--- src/rtl/wiring_sched_pkg.sv ---
// Shared definitions for the wiring scheduler: FSM state encoding,
// default parameter values and the requester-id width helper.
package wiring_sched_pkg;

  typedef enum logic [2:0] {
    ST_INIT    = 3'd0,
    ST_IDLE    = 3'd1,
    ST_DRIVE   = 3'd2,
    ST_SETTLE  = 3'd3,
    ST_CAPTURE = 3'd4,
    ST_CLEAR   = 3'd5,
    ST_RESPOND = 3'd6
  } state_t;

  localparam int DEF_INPUT_WIDTH   = 3;
  localparam int DEF_OUTPUT_WIDTH  = 2;
  localparam int DEF_NUM_REQ       = 2;
  localparam int DEF_STABLE_CYCLES = 2;
  localparam int DEF_SETTLE_MAX    = 255;

  // A single requester still needs a 1-bit id field.
  function automatic int id_width(input int n);
    if (n > 1) begin
      return $clog2(n);
    end else begin
      return 1;
    end
  endfunction

endpackage

--- src/rtl/wiring_scheduler_rr_arbiter.sv ---
// Round-robin arbiter: grants the first asserted request at or after ptr,
// wrapping modulo NUM_REQ. Purely combinational, one-hot or zero grant.
module rr_arbiter
  import wiring_sched_pkg::*;
#(
  parameter int NUM_REQ = DEF_NUM_REQ,
  parameter int PW      = id_width(NUM_REQ)
) (
  input  logic [NUM_REQ-1:0] req,
  input  logic [PW-1:0]      ptr,
  input  logic               enable,
  output logic [NUM_REQ-1:0] grant
);

  logic [PW-1:0] w_idx;
  logic          w_hit;
  logic          w_found;

  // Walk requesters starting at ptr; the first hit wins and blocks the rest.
  always_comb begin
    grant   = '0;
    w_idx   = '0;
    w_hit   = 1'b0;
    w_found = 1'b0;
    for (int off = 0; off < NUM_REQ; off++) begin
      w_idx        = PW'((int'(ptr) + off) % NUM_REQ);
      w_hit        = enable & ~w_found & req[w_idx];
      grant[w_idx] = grant[w_idx] | w_hit;
      w_found      = w_found | w_hit;
    end
  end

endmodule

--- src/rtl/wiring_scheduler.sv ---
// Serialises requests onto a shared Wiring block: drive inputs, wait for the
// logic to settle (or time out), capture outputs, clear, and respond.
module wiring_scheduler
  import wiring_sched_pkg::*;
#(
  parameter int INPUT_WIDTH   = DEF_INPUT_WIDTH,
  parameter int OUTPUT_WIDTH  = DEF_OUTPUT_WIDTH,
  parameter int NUM_REQ       = DEF_NUM_REQ,
  parameter int STABLE_CYCLES = DEF_STABLE_CYCLES,
  parameter int SETTLE_MAX    = DEF_SETTLE_MAX
) (
  input  logic                             clk,
  input  logic                             reset,
  input  logic [NUM_REQ-1:0]               req_valid,
  input  logic [NUM_REQ*INPUT_WIDTH-1:0]   req_in,
  output logic [NUM_REQ-1:0]               req_ready,
  output logic                             rsp_valid,
  input  logic                             rsp_ready,
  output logic [id_width(NUM_REQ)-1:0]     rsp_id,
  output logic [OUTPUT_WIDTH-1:0]          rsp_out,
  output logic                             rsp_timeout,
  output logic [INPUT_WIDTH-1:0]           wiring_in,
  output logic                             wiring_logic_reset,
  input  logic                             wiring_running,
  input  logic [OUTPUT_WIDTH-1:0]          wiring_out,
  output logic                             busy
);

  localparam int IDW = id_width(NUM_REQ);
  localparam int CW  = $clog2(SETTLE_MAX + 1);

  state_t                  r_state;
  logic [INPUT_WIDTH-1:0]  r_vec;
  logic [IDW-1:0]          r_id;
  logic [IDW-1:0]          r_ptr;
  logic [CW-1:0]           r_quiet;
  logic [CW-1:0]           r_tmo;
  logic [OUTPUT_WIDTH-1:0] r_rsp_out;
  logic                    r_timeout;

  logic [NUM_REQ-1:0]      w_grant;
  logic [IDW-1:0]          w_gnt_id;
  logic [IDW-1:0]          w_next_ptr;
  logic [INPUT_WIDTH-1:0]  w_gnt_vec;
  logic [CW-1:0]           w_quiet_next;
  logic [CW-1:0]           w_tmo_next;
  logic                    w_quiet_done;
  logic                    w_tmo_done;
  logic                    w_idle;

  assign w_idle = (r_state == ST_IDLE);

  rr_arbiter #(
    .NUM_REQ (NUM_REQ),
    .PW      (IDW)
  ) u_arb (
    .req    (req_valid),
    .ptr    (r_ptr),
    .enable (w_idle),
    .grant  (w_grant)
  );

  // Encode the one-hot grant into an id and select that requester's vector.
  always_comb begin
    w_gnt_id  = '0;
    w_gnt_vec = '0;
    for (int i = 0; i < NUM_REQ; i++) begin
      w_gnt_id  = w_gnt_id | (w_grant[i] ? IDW'(i) : IDW'(0));
      w_gnt_vec = w_gnt_vec |
                  (req_in[i*INPUT_WIDTH +: INPUT_WIDTH] & {INPUT_WIDTH{w_grant[i]}});
    end
    if (w_gnt_id == IDW'(NUM_REQ - 1)) begin
      w_next_ptr = '0;
    end else begin
      w_next_ptr = w_gnt_id + IDW'(1);
    end
  end

  // Next values of the settle counters, including the current cycle; both saturate.
  always_comb begin
    if (wiring_running) begin
      w_quiet_next = '0;
    end else if (r_quiet == '1) begin
      w_quiet_next = r_quiet;
    end else begin
      w_quiet_next = r_quiet + CW'(1);
    end
    if (r_tmo == '1) begin
      w_tmo_next = r_tmo;
    end else begin
      w_tmo_next = r_tmo + CW'(1);
    end
    w_quiet_done = (w_quiet_next >= CW'(STABLE_CYCLES));
    w_tmo_done   = (w_tmo_next >= CW'(SETTLE_MAX));
  end

  // Transaction sequencer; quiet exit takes priority when both limits hit together.
  always_ff @(posedge clk) begin
    if (reset) begin
      r_state   <= ST_INIT;
      r_vec     <= '0;
      r_id      <= '0;
      r_ptr     <= '0;
      r_quiet   <= '0;
      r_tmo     <= '0;
      r_rsp_out <= '0;
      r_timeout <= 1'b0;
    end else begin
      case (r_state)
        ST_INIT: begin
          r_state <= ST_IDLE;
        end
        ST_IDLE: begin
          if (|w_grant) begin
            r_vec   <= w_gnt_vec;
            r_id    <= w_gnt_id;
            r_ptr   <= w_next_ptr;
            r_state <= ST_DRIVE;
          end
        end
        ST_DRIVE: begin
          r_quiet <= '0;
          r_tmo   <= '0;
          r_state <= ST_SETTLE;
        end
        ST_SETTLE: begin
          r_quiet <= w_quiet_next;
          r_tmo   <= w_tmo_next;
          if (w_quiet_done) begin
            r_timeout <= 1'b0;
            r_state   <= ST_CAPTURE;
          end else if (w_tmo_done) begin
            r_timeout <= 1'b1;
            r_state   <= ST_CAPTURE;
          end
        end
        ST_CAPTURE: begin
          r_rsp_out <= wiring_out;
          r_state   <= ST_CLEAR;
        end
        ST_CLEAR: begin
          r_state <= ST_RESPOND;
        end
        ST_RESPOND: begin
          if (rsp_ready) begin
            r_state <= ST_IDLE;
          end
        end
        default: begin
          r_state <= ST_INIT;
        end
      endcase
    end
  end

  assign req_ready          = w_grant;
  assign rsp_valid          = (r_state == ST_RESPOND);
  assign rsp_id             = r_id;
  assign rsp_out            = r_rsp_out;
  assign rsp_timeout        = r_timeout;
  assign wiring_in          = (r_state == ST_DRIVE) ? r_vec : '0;
  assign wiring_logic_reset = (r_state == ST_INIT) || (r_state == ST_CLEAR);
  assign busy               = !w_idle;

endmodule

--- config.mk ---
export PLATFORM = sky130hd
export DESIGN_NAME = wiring_scheduler
export DESIGN_NICKNAME = d
export VERILOG_FILES = /design/src/rtl/wiring_sched_pkg.sv /design/src/rtl/wiring_scheduler_rr_arbiter.sv /design/src/rtl/wiring_scheduler.sv
export SDC_FILE = /design/constraint.sdc
export NUM_CORES = 1
export LEC_CHECK = 0
export ABC_AREA = 1
export BUFFER_PORTS_ARGS = -buffer_cell sky130_fd_sc_hd__buf_2
export CAP_MARGIN = 20
export CORE_AREA = 2 2 67 69
export CTS_CLUSTER_DIAMETER = 80
export DETAILED_ROUTE_END_ITERATION = 8
export DIE_AREA = 0 0 69 71
export PLACE_DENSITY = 0.59
export SLEW_MARGIN = 40
export SYNTH_ARGS = -nofsm -noshare
export SYNTH_HDL_FRONTEND = slang
export SYNTH_SLANG_ARGS = --single-unit
--- constraint.sdc ---
create_clock -name clk -period 2.8 [get_ports clk]
set_input_delay 0.7 -clock clk [delete_from_list [all_inputs] [get_ports clk]]
set_output_delay 0.7 -clock clk [all_outputs]
set_load 0.005 [all_outputs]
==> results of run 1 <==
## power by group
group,internal (mW),total [mW],switching (mW)
Combinational,0.118,0.355,0.236
Clock,0.102,0.226,0.124
Sequential,0.427,0.464,0.0364
Total,0.648,1.04,0.397
## worst register-to-register path, stage by stage, from the launching register on
cell and delay, ns:
dfxtp_1 0.41, ha_1 0.23, nand3_2 0.12, nor2_4 0.18, nand2_4 0.10, o21ai_1 0.12
nand2_1 0.09, nor2_1 0.12, nand2_1 0.09, nand3_2 0.10, nand3_1 0.09, nand2_1 0.07
inv_1 0.04
## layout make-up
class                      count  area, um^2
clock buffer                   4        45.0
fill                         457        2310
inverter                      43         161
multi-input combinational    195         952
sequential                    27         541
tap                           52        65.1
timing repair buffer          25         125
## state kept, by name, summed over array words and instances (netlist names)
signal / cells
rsp_id: 1
r_state: 3
r_ptr: 1
r_quiet: 8
rsp_out: 2
rsp_timeout: 1
r_vec: 3
r_tmo: 8
## kinds of logic (layout without fill, tap and decap cells)
logic type	after synthesis	in the layout	share of synthesized area
and+or+nand+nor	155	155	0.431
buffers and inverters	49	72	0.113
xor gates and xnor gates	1	1	0.00521
AOI/OAI and AO/OA	37	37	0.114
adders and majority gates	2	2	0.0149
DFF	27	27	0.321
## final timing paths
kind	start	endpoint	slack, ns	depth (start not counted)
setup / recovery	req_valid[1]	req_ready[0]	0.75	4
hold / removal	r_tmo[7]$_SDFFE_PP0P_	r_tmo[7]$_SDFFE_PP0P_	0.47	2
setup reg to reg	r_tmo[0]$_SDFFE_PP0P_	r_state[0]$_SDFFE_PP0P_	0.96	12
hold reg to reg	r_tmo[7]$_SDFFE_PP0P_	r_tmo[7]$_SDFFE_PP0P_	0.47	2
## through the flow
stage | hold slack, ns | instances
floorplan | 0.445 | 271
global placement | 0.453 | 342
detailed placement | 0.455 | 342
CTS | 0.472 | 346
global route | 0.491 | 346
finish | 0.470 | 346
## cell usage after synthesis
cell,n
a21oi_1,21
buf_4,1
nor2_1,27
a31oi_1,4
nor2_4,6
nand3_1,20
o21bai_1,1
o21ai_0,8
dfxtp_1,27
xor2_1,1
ha_1,2
nand2_1,80
inv_2,4
inv_1,39
nand2_2,4
and2_1,1
clkbuf_1,3
nand3b_1,1
nand3_2,4
nand2_4,1
nand4_1,4
o21ai_1,3
buf_2,2
nor3_1,2
nor2_2,5
## per-layer routing
layer | vias up | global-route usage | wire [um]
met3 | 5 | 0.0199 | 115
met2 | 28 | 0.254 | 1570
li1 | 897 | - | -
met1 | 672 | 0.199 | 1760
met4 | 0 | 0.0479 | 42
met5 | - | 0 | 0
## cell usage in the layout, fill, tap and decap left out
cell type and count:
inv_1 39, nor2_2 5, nand2_1 80, clkbuf_8 3, nand3_1 20, nand4_1 4
a31oi_1 4, buf_2 25, nand3b_1 1, o21ai_1 3, nand3_2 4, and2_1 1
a21oi_1 21, clkbuf_1 1, nor3_1 2, o21bai_1 1, nand2_2 4, dfxtp_1 27
o21ai_0 8, xor2_1 1, ha_1 2, nand2_4 1, nor2_4 6, nor2_1 27
inv_2 4
==> results.cfg, run 1 <==
[outcome]
outcome = finished, final reports clean

[floorplanning]
initial_utilization = 0.400
die-area_um2 = 4900
die_h_um = 71
pin_count = 26
rows = 24
die_x_um = 69
core_area_um2 = 4200

[layout]
drive_gt1_frac = 0.177
n_antenna_cell = 0
final_cell_area_um2 = 1890
post-route-util = 0.449
area_delta_synth_final_pct = 12.3
nets = 311

[clocking]
cts_tree = built
clock_sinks = 27
holdBufCountCts = 0
ctsHtreeMaxLevel = 1
path_clk_slew_ns = 0.09
root_buffer = clkbuf_8
postCtsSetupRepairBufs = 0
cts_max_path_buffers = 2
ctsResizeCount = 0
cts-buffers-inserted = 3
worst_skew_pair.late_latency_ns = 0.27

[global_routing]
grt_pass1_vias = 1448
grt-ovfl-total = 0
grt_usage = 0.150
grt_pass1_wl_um = 6260
grt_max_degree = 23
antenna_found_initial = 0

[routing]
first_pass_iters = 4
ant_nets = 0
wl_per_cell_um = 10.1
wl_um = 3480
via_per_inst = 4.63
drc = 0
routed-via-count = 1602
drtIter0Drc = 64

[sta]
setup_viol = 0
finalHoldViolations = 0
skew_ns = 0.00226
period_share = 0.734
fin_ws_ns = 0.745
rsz0062_at_grt = no
setup_tns_ns = 0
post-route-min-period_ns = 2.05
max_slew_margin = 0.699
max_slew.worst_pin.slew_ns = 0.451
final_max_slew_viol_count = 0
clock.fmax_ghz = 0.487

[run]
max-cap-violations = 0

[worst_hold_path]
hold_class = flip-flop to flip-flop

[logic_synthesis]
synthesis.nets = 287
syn_area_um2 = 1680
syn_area_per_cell_um2 = 6.21
syn_inst = 271
ys_warn_count = 0
synth_top_cells_by_area = dfxtp_1, nand2_1, inv_1, a21oi_1, nor2_1
yosysUniqueCellTypes = 25
synth_top_area_frac = 0.321
ys_seq_area_frac = 0.321
ys_ff_latch = 27
yosysTopAreaCell = dfxtp_1

[critical_path]
critical_path.max_stage_delay_ns = 0.27
arrival_ns = 1.35
cp_common_cell = buf_2
worstSetupPathType = input pin to output pin
crit_fanout = 6
cp_top_family = simple AND/OR/NAND/NOR gates
end_kind = output pin
critPathBufInv = 2
path_cells = buf_2 > a21oi_1 > and2_1 > buf_2
worst_ep_required_time_ns = 2.10
cp-start-kind = input pin
critPathSlowestCell = and2_1

[pwr]
p_leak_nw = 0.832
power.total_mw = 1.04
p_per_area_nw_per_um2 = 553
vdd_drop_max_uv = 425

[placement]
gp_congestion = 0.772
hpwlAfterDp_um = 2550
post-place-ws_ns = 0.740
place_area_um2 = 1840
port_buffers = 25
Note: power is estimated with default switching activity, not from simulation.
==> inputs of run 2 (changes only) <==
clock period = 2.15 ns   (was 2.8 ns; I/O delays follow)
==> results.cfg, run 2 (same netlist as run 1, synthesis figures left out) <==
[routing]
routed-via-count = 1616
ant_nets = 0
first_pass_iters = 4
drtIter0Drc = 67
wl_um = 3430
drc = 0
via_per_inst = 4.64
wl_per_cell_um = 9.85

[sta]
max_slew_margin = 0.756
clock.fmax_ghz = 0.535
post-route-min-period_ns = 1.87
period_share = 0.869
skew_ns = 0.00131
max_slew.worst_pin.slew_ns = 0.366
setup_viol = 0
final_max_slew_viol_count = 0
finalHoldViolations = 0
setup_tns_ns = 0
rsz0062_at_grt = no

[placement]
port_buffers = 25
dp.cells = 344
hpwlAfterDp_um = 2630
gp_congestion = 0.841

[critical_path]
critical_path.max_stage_delay_ns = 0.36
arrival_ns = 1.33
crit_fanout = 6
path_cells = inv_2 > nand3_2 > inv_2 > and2_1 > buf_2
ff2ff_setup_slack_ns = 0.35
worstSetupPathType = flip-flop to output pin
cp-start-kind = flip-flop
regToRegStartpoint = r_tmo[0]$_SDFFE_PP0P_
worst_ep_required_time_ns = 1.61
worstRegToRegCells = 12
r2r_end = r_state[2]$_SDFFE_PP0P_
cp_common_cell = inv_2
end_kind = output pin
critPathSlowestCell = dfxtp_1

[layout]
post-route-util = 0.453
reg_top3 = r_quiet x8, r_tmo x8
final_common_cell = nand2_1
area_delta_synth_final_pct = 13.2
drive_gt1_frac = 0.182
nets = 313
n_fill_cell = 465
mostFrequentLayoutCells = nand2_1, inv_1, nor2_1, dfxtp_1, buf_2
final_cells = 348
n_antenna_cell = 0

[clocking]
cts_max_path_buffers = 2
cts-buffers-inserted = 3
cts_tree = built
worst_skew_pair.late_latency_ns = 0.27
clock_sinks = 27
ctsResizeCount = 0
path_clk_slew_ns = 0.09
postCtsSetupRepairBufs = 0
ctsHtreeMaxLevel = 1
root_buffer = clkbuf_8
holdBufCountCts = 0

[pwr]
power_frac_comb = 0.341
p_per_area_nw_per_um2 = 716
netSwitchingFraction = 0.377
internal_power_uw = 850
p_sw_uw = 515
pwr-share-seq = 0.441
p_leak_nw = 0.842
vdd_drop_max_uv = 610
power_frac_clock = 0.218

[global_routing]
antenna_found_initial = 0
grt_pass1_wl_um = 6220
grt-ovfl-total = 0
grt_max_degree = 18
grt_usage = 0.151
grt_pass1_vias = 1450

[floorplanning]
die_x_um = 69
die_h_um = 71
core_area_um2 = 4200
die-area_um2 = 4900
initial_utilization = 0.400
rows = 24
pin_count = 26

[run]
max-cap-violations = 0

[worst_hold_path]
hold_class = flip-flop to flip-flop
whs_path_depth = 2
worstHoldEndpoint = r_tmo[7]$_SDFFE_PP0P_
hold_path_startpoint = r_tmo[7]$_SDFFE_PP0P_

[outcome]
outcome = finished, final reports clean
## run 2: changes by cell type in the layout (fill, tap and decap cells not counted), sizes merged
cell / delta
buf: +2
## run 2: cell type report
cell class / count / area (um^2) / area share
tap: 52 / 65.1 / 0.0342
inverter: 43 / 161 / 0.0848
timing repair buffer: 27 / 140 / 0.0736
sequential: 27 / 541 / 0.284
multi-input combinational: 195 / 952 / 0.500
clock buffer: 4 / 45.0 / 0.0237
## run 2: worst max-delay path by stage
stage | startpoint | to | slack (ns) | cells after the start
final | r_state[1]$_SDFFE_PP0P_ | req_ready[0] | 0.28 | 5
after global routing | r_tmo[0]$_SDFFE_PP0P_ | r_state[1]$_SDFFE_PP0P_ | 0.12 | 12
after CTS | r_state[1]$_SDFFE_PP0P_ | req_ready[0] | 0.26 | 5
after detailed placement | r_tmo[0]$_SDFFE_PP0P_ | r_state[2]$_SDFFE_PP0P_ | 0.37 | 12
after global placement | r_quiet[1]$_SDFFE_PP0P_ | r_state[2]$_SDFFE_PP0P_ | 0.39 | 14
after floorplan | r_tmo[0]$_SDFFE_PP0P_ | r_state[2]$_SDFFE_PP0P_ | 0.55 | 14
## run 2: power groups by stage
stage          Sequential, mW  Combinational, mW  Clock, mW
2_1_floorplan           0.605              0.349          0
3_3_place_gp            0.615              0.474          0
3_5_place_dp            0.612              0.473          0
4_1_cts                 0.603              0.474      0.303
5_1_grt                 0.613              0.532      0.324
6_report                0.602              0.465      0.297
## run 2: per-layer routing
metal,up-vias,routed length [um],part of all wire,track usage
met4,0,42,0.012,0.0458
met2,23,1530,0.44,0.260
met5,-,0,0,0
li1,898,-,-,-
met3,4,94,0.027,0.0228
met1,691,1770,0.51,0.197
## run 2: worst max-delay path: cells and delay by family (launching register included)
kind	cells	cell delay, ns
and+or+nand+nor	2	0.37
DFF	1	0.36
buffers and inverters	3	0.33
## run 2: through the flow
step	power [mW]	setup WS [ns]	hold WS, ns	area, um^2
6_report	1.36	0.281	0.470	1900
5_1_grt	1.47	0.118	0.505	1900
2_1_floorplan	0.955	0.546	0.445	1680
3_5_place_dp	1.08	0.365	0.457	1860
4_1_cts	1.38	0.258	0.472	1900
3_3_place_gp	1.09	0.394	0.455	1860
